$ cat src/rtl/mem_ctrl_pkg.sv
// Shared types and default sizing for the arbitrated memory controller.
package mem_ctrl_pkg;

    localparam int unsigned DW_DEF  = 8;
    localparam int unsigned AW_DEF  = 4;
    localparam int unsigned NCH_DEF = 2;

    typedef enum logic {
        INIT = 1'b0,
        RUN  = 1'b1
    } state_t;

endpackage

$ cat src/rtl/sp_ram.sv
// Single-port RAM: synchronous write, registered read with enable.
module sp_ram #(
    parameter int unsigned DW = 8,
    parameter int unsigned AW = 4
) (
    input  logic          clk,
    input  logic          rst,
    input  logic          en,
    input  logic          we,
    input  logic [AW-1:0] addr,
    input  logic [DW-1:0] wdata,
    output logic [DW-1:0] rdata
);

    localparam int unsigned DEPTH = 2 ** AW;

    logic [DW-1:0] mem [DEPTH];

    // Array write; contents are deliberately untouched by reset.
    always_ff @(posedge clk) begin
        if (en && we) begin
            mem[addr] <= wdata;
        end
    end

    // Read register: loads only on a read, otherwise holds its last value.
    always_ff @(posedge clk or negedge rst) begin
        if (!rst) begin
            rdata <= '0;
        end else if (en && !we) begin
            rdata <= mem[addr];
        end
    end

endmodule

$ cat src/rtl/mem_arb_ctrl.sv
// Round-robin arbitrated single-port memory with post-reset zero fill.
module mem_arb_ctrl
    import mem_ctrl_pkg::*;
#(
    parameter int unsigned DW         = DW_DEF,
    parameter int unsigned AW         = AW_DEF,
    parameter int unsigned NCH        = NCH_DEF,
    parameter int unsigned INIT_CLEAR = 1
) (
    input  logic              clk,
    input  logic              rst,
    input  logic [NCH-1:0]    req,
    input  logic [NCH-1:0]    we,
    input  logic [NCH*AW-1:0] addr,
    input  logic [NCH*DW-1:0] wdata,
    output logic [NCH-1:0]    gnt,
    output logic [NCH-1:0]    rvalid,
    output logic [DW-1:0]     rdata,
    output logic              ready
);

    localparam int unsigned PW = (NCH > 1) ? $clog2(NCH) : 1;

    state_t        state;
    logic [AW-1:0] cnt;
    logic [PW-1:0] ptr;
    logic [PW-1:0] gidx;
    logic          gany;

    logic          ram_en;
    logic          ram_we;
    logic [AW-1:0] ram_addr;
    logic [DW-1:0] ram_wdata;

    assign ready = (state == RUN);

    // Round-robin search starting one past the last granted channel.
    always_comb begin
        int unsigned idx;
        idx  = 0;
        gnt  = '0;
        gidx = ptr;
        gany = 1'b0;
        if (state == RUN) begin
            for (int unsigned k = 1; k <= NCH; k++) begin
                idx = (32'(ptr) + k) % NCH;
                if (!gany && req[idx]) begin
                    gany     = 1'b1;
                    gidx     = PW'(idx);
                    gnt[idx] = 1'b1;
                end
            end
        end
    end

    // RAM port owner: the clear counter in INIT, the granted channel in RUN.
    always_comb begin
        ram_en    = 1'b0;
        ram_we    = 1'b0;
        ram_addr  = '0;
        ram_wdata = '0;
        if (state == INIT) begin
            ram_en   = (INIT_CLEAR != 0);
            ram_we   = 1'b1;
            ram_addr = cnt;
        end else begin
            ram_en    = gany;
            ram_we    = we[gidx];
            ram_addr  = addr[gidx*AW +: AW];
            ram_wdata = wdata[gidx*DW +: DW];
        end
    end

    // INIT walks the counter across every address once, then hands over to RUN.
    always_ff @(posedge clk or negedge rst) begin
        if (!rst) begin
            state <= INIT;
            cnt   <= '0;
        end else begin
            case (state)
                INIT: begin
                    cnt <= cnt + 1'b1;
                    if ((INIT_CLEAR == 0) || (cnt == '1)) begin
                        state <= RUN;
                    end
                end
                RUN: state <= RUN;
                default: state <= INIT;
            endcase
        end
    end

    // Pointer follows the granted channel; reset value lets channel 0 win first.
    always_ff @(posedge clk or negedge rst) begin
        if (!rst) begin
            ptr <= PW'(NCH - 1);
        end else if (gany) begin
            ptr <= gidx;
        end
    end

    // Read-return strobe lines up with the RAM's registered output.
    always_ff @(posedge clk or negedge rst) begin
        if (!rst) begin
            rvalid <= '0;
        end else if (gany && !we[gidx]) begin
            rvalid <= gnt;
        end else begin
            rvalid <= '0;
        end
    end

    sp_ram #(
        .DW (DW),
        .AW (AW)
    ) u_ram (
        .clk   (clk),
        .rst   (rst),
        .en    (ram_en),
        .we    (ram_we),
        .addr  (ram_addr),
        .wdata (ram_wdata),
        .rdata (rdata)
    );

endmodule

$ cat config.mk
export PLATFORM = sky130hd
export DESIGN_NAME = mem_arb_ctrl
export DESIGN_NICKNAME = d
export VERILOG_FILES = /design/src/rtl/mem_ctrl_pkg.sv /design/src/rtl/sp_ram.sv /design/src/rtl/mem_arb_ctrl.sv
export SDC_FILE = /design/constraint.sdc
export NUM_CORES = 1
export LEC_CHECK = 0
export CAP_MARGIN = 20
export CORE_MARGIN = 3
export CORE_UTILIZATION = 63
export DETAILED_ROUTE_END_ITERATION = 7
export DONT_BUFFER_PORTS = 1
export GPL_TIMING_DRIVEN = 0
export PLACE_DENSITY = 0.79
export SLEW_MARGIN = 20
export SYNTH_ARGS = -nofsm -noshare
export SYNTH_HDL_FRONTEND = slang
export SYNTH_SLANG_ARGS = --single-unit
$ cat constraint.sdc
create_clock -name clk -period 2.84 [get_ports clk]
set_input_delay 0.284 -clock clk [delete_from_list [all_inputs] [get_ports clk]]
set_output_delay 0.284 -clock clk [all_outputs]
set_load 0.01 [all_outputs]
==> qor.csv <==
metric,value,unit
die_h,104.1,um
nFillCells,450,
antenna_found_initial,0,
ys_seq_area_share,69.96,%
drt-pass1-iter-count,7,
drt_iter0_drc,692,
grt_pass1_wl,25220,um
synthArstFlopShare,11.11,%
cp-startpoint,ptr,
io_buffers,0,
power_frac_seq,45.1,%
dp_hpwl,9332,um
setup_tns,0,ns
ys_warn_count,0,
instances_no_fill,616,
route.detailed.drc,0,
p_leak,2.575,nW
arrival,3.05,ns
hp-class,primary input to flip-flop,
crit_required,3.08,ns
grt_pass1_vias,4215,
internal-power,4.054,mW
numCtsBuffers,17,
fin_nets,505,
max_freq,0.3558,GHz
p_per_area,756.4,mW/mm^2
critPathKind,flip-flop to flip-flop,
status,completed,
p_comb_share,14.8,%
path_clk_slew,0.06,ns
cts_max_path_buffers,2,
wirelength,17670,um
yosysUniqueCellTypes,47,
relSlewSlack,33.19,%
period_needed,2.810,ns
p_clk_share,40.1,%
synth_seq_cells,144,
floorplan.initialDensity,65.36,%
htree_levels,4,
area_growth,21.67,%
finalClockSkew,0.01454,ns
cp-end-kind,flip-flop,
postRouteAntennaNets,0,
worstSetupStartpointType,flip-flop,
path_max_fanout,10,
ios,43,
track_usage,31.71,%
cts_root_buffer,clkbuf_8,
routedWlPerCell,28.69,um
diodes,0,
fin_area,0.007383,mm^2
dominantRegCellSynth,edfxtp_1,
cts_tree,done,
dp_cells,558,
placed_area,0.006230,mm^2
worstSkewPairLatency,0.54,ns
synth_area_per_cell,14.15,um^2
vias,4383,
grt_max_degree,17,
tightest_slew,0.9945,ns
die_w,104.1,um
gp_congestion,0.8730,
ir_drop,0.4828,mV
avgViaCountPerCell,7.115,
rows,35,
dieArea,0.01085,mm^2
clock_sinks,144,
power.total,5.585,mW
syn_inst,429,
setup_viol,0,
final-hold-violation-count,0,
synth_area,0.006068,mm^2
fin_crit_sh,98.96,%
cap_violations,0,
synth-edff-count,128,
slew_viol_final,0,
core,0.009284,mm^2
gr-total-overflow,0,
switchingPower,1.530,mW
syn_nets,460,
drive_above_1_share,24.44,%
r2r-start,ptr,
min_from,we[1],
swShare,27.40,%
==> power by group through the flow <==
| stage | sequential, mW | clock, mW | combinational [mW] |
|---|---|---|---|
| after detailed placement | 2.56 | 0 | 0.650 |
| after global placement | 2.55 | 0 | 0.625 |
| after global routing | 2.52 | 2.33 | 0.871 |
| after floorplan | 2.53 | 0 | 0.468 |
| final | 2.52 | 2.24 | 0.829 |
| after CTS | 2.51 | 2.19 | 0.743 |
==> routing by layer <==
layer / up-vias / wire length, um / share of wire, % / track usage [%]
met4: 0 / 1216 / 6.9 / 17.19
met1: 2064 / 5848 / 33 / 39.21
met2: 460 / 8356 / 47 / 51.30
met3: 112 / 2249 / 13 / 8.566
li1: 1747 / - / - / -
met5: - / 0 / 0 / 0
==> logic make-up (layout without fill, tap and decap cells) <==
kind of cell	after synthesis	in the layout	share of synthesized area [%]
flip-flops	144	144	69.96
AO/OA/AOI/OAI	85	85	9.134
buffers and inverters	24	82	2.082
multiplexers	25	25	6.825
AND/OR/NAND/NOR	147	147	11.36
adder cells (fa/ha/maj)	1	1	0.2062
XOR/XNOR	3	3	0.4331
==> through the flow <==
stage	hold slack, ns	setup slack (ns)	utilization [%]
after detailed placement	-0.01106	-0.6950	67.10
after floorplan	-0.01159	0.3437	-
after global placement	-0.01122	-0.5417	67.10
after CTS	0.03320	0.004751	77.83
final	0.06682	0.02953	79.53
after global routing	0.06880	-0.05904	79.53
==> flip-flops by register name, summed over array words and instances, names as in the netlist <==
register / count
cnt: 4
ptr: 1
ready: 1
rvalid: 2
u_ram.mem: 128
u_ram.rdata: 8
==> placed cells by master (no fill, tap or decap), types with 12 or more instances in the layout <==
master	instances
mux4_2	13
nor2_4	16
buf_4	15
a22oi_1	12
nand2_1	54
nand3_1	18
a21oi_1	37
nor2_1	15
dfrtp_1	15
edfxtp_1	128
clkbuf_16	16
==> final cells by class <==
cell class              instances  area (um^2)  share of cell area (%)
flip-flops and latches        144         4245                   57.50
multi-input cells             261         1918                   25.98
clock buffers                  18        417.9                   5.660
repair buffers                 26        342.8                   4.643
clock inverters                14        162.7                   2.203
well taps                     129        161.4                   2.186
plain buffers                  22        127.6                   1.729
inverters                       2        7.507                  0.1017
==> critical path, cell delays in order (launching register included) <==
cell	delay [ns]
dfstp_2	0.61
nor2_2	0.12
o21ai_1	0.29
a31o_2	0.26
buf_2	0.24
buf_2	0.32
nand3_2	0.28
nor2_4	0.20
buf_4	0.19
==> repair_timing <==
action | CTS | global route
resized for setup | 48 | 18
pin swaps | 12 | 6
endpoints found under the hold margin | 18 | 0
setup buffers | 17 | 5
endpoints found under the setup margin | 256 | 237
hold buffers | 4 | 0
==> cell usage after synthesis (2+ instances only) <==
cell | count | area share (%)
buf_2 | 5 | 0.41
mux2i_1 | 11 | 1.8
edfxtp_1 | 128 | 63
a31oi_1 | 11 | 1.1
clkbuf_1 | 10 | 0.62
a41oi_1 | 3 | 0.43
a31o_2 | 2 | 0.29
xnor2_1 | 3 | 0.43
inv_1 | 2 | 0.12
nor2b_1 | 12 | 1.2
nand3_1 | 22 | 1.8
nand3b_1 | 4 | 0.49
dfrtp_1 | 15 | 6.2
o311ai_1 | 2 | 0.29
mux4_2 | 13 | 4.8
nand2_1 | 56 | 3.5
nor3_1 | 2 | 0.16
nand2b_1 | 3 | 0.31
and3_1 | 3 | 0.31
nor2_1 | 31 | 1.9
a22oi_1 | 12 | 1.5
o211ai_1 | 2 | 0.25
a221o_1 | 3 | 0.49
o21ai_1 | 5 | 0.41
nand4b_1 | 3 | 0.43
buf_4 | 4 | 0.49
buf_6 | 2 | 0.37
nand4_1 | 3 | 0.31
and2_1 | 3 | 0.31
a21oi_1 | 37 | 3.1
==> worst paths after layout <==
| path | end | slack (ns) | cells after the start |
|---|---|---|---|
| worst max-delay path | u_ram.mem[13][1] | 0.03 | 8 |
| worst max register to register | u_ram.mem[13][1] | 0.03 | 8 |
| worst min register to register | cnt[0] | 0.58 | 1 |
| worst min-delay path | rvalid[0] | 0.07 | 3 |
| min in group asynchronous | u_ram.rdata[2] | 0.31 | 1 |
| max in group asynchronous | u_ram.rdata[5] | 1.99 | 1 |
Note: power is estimated with default switching activity, not from simulation.
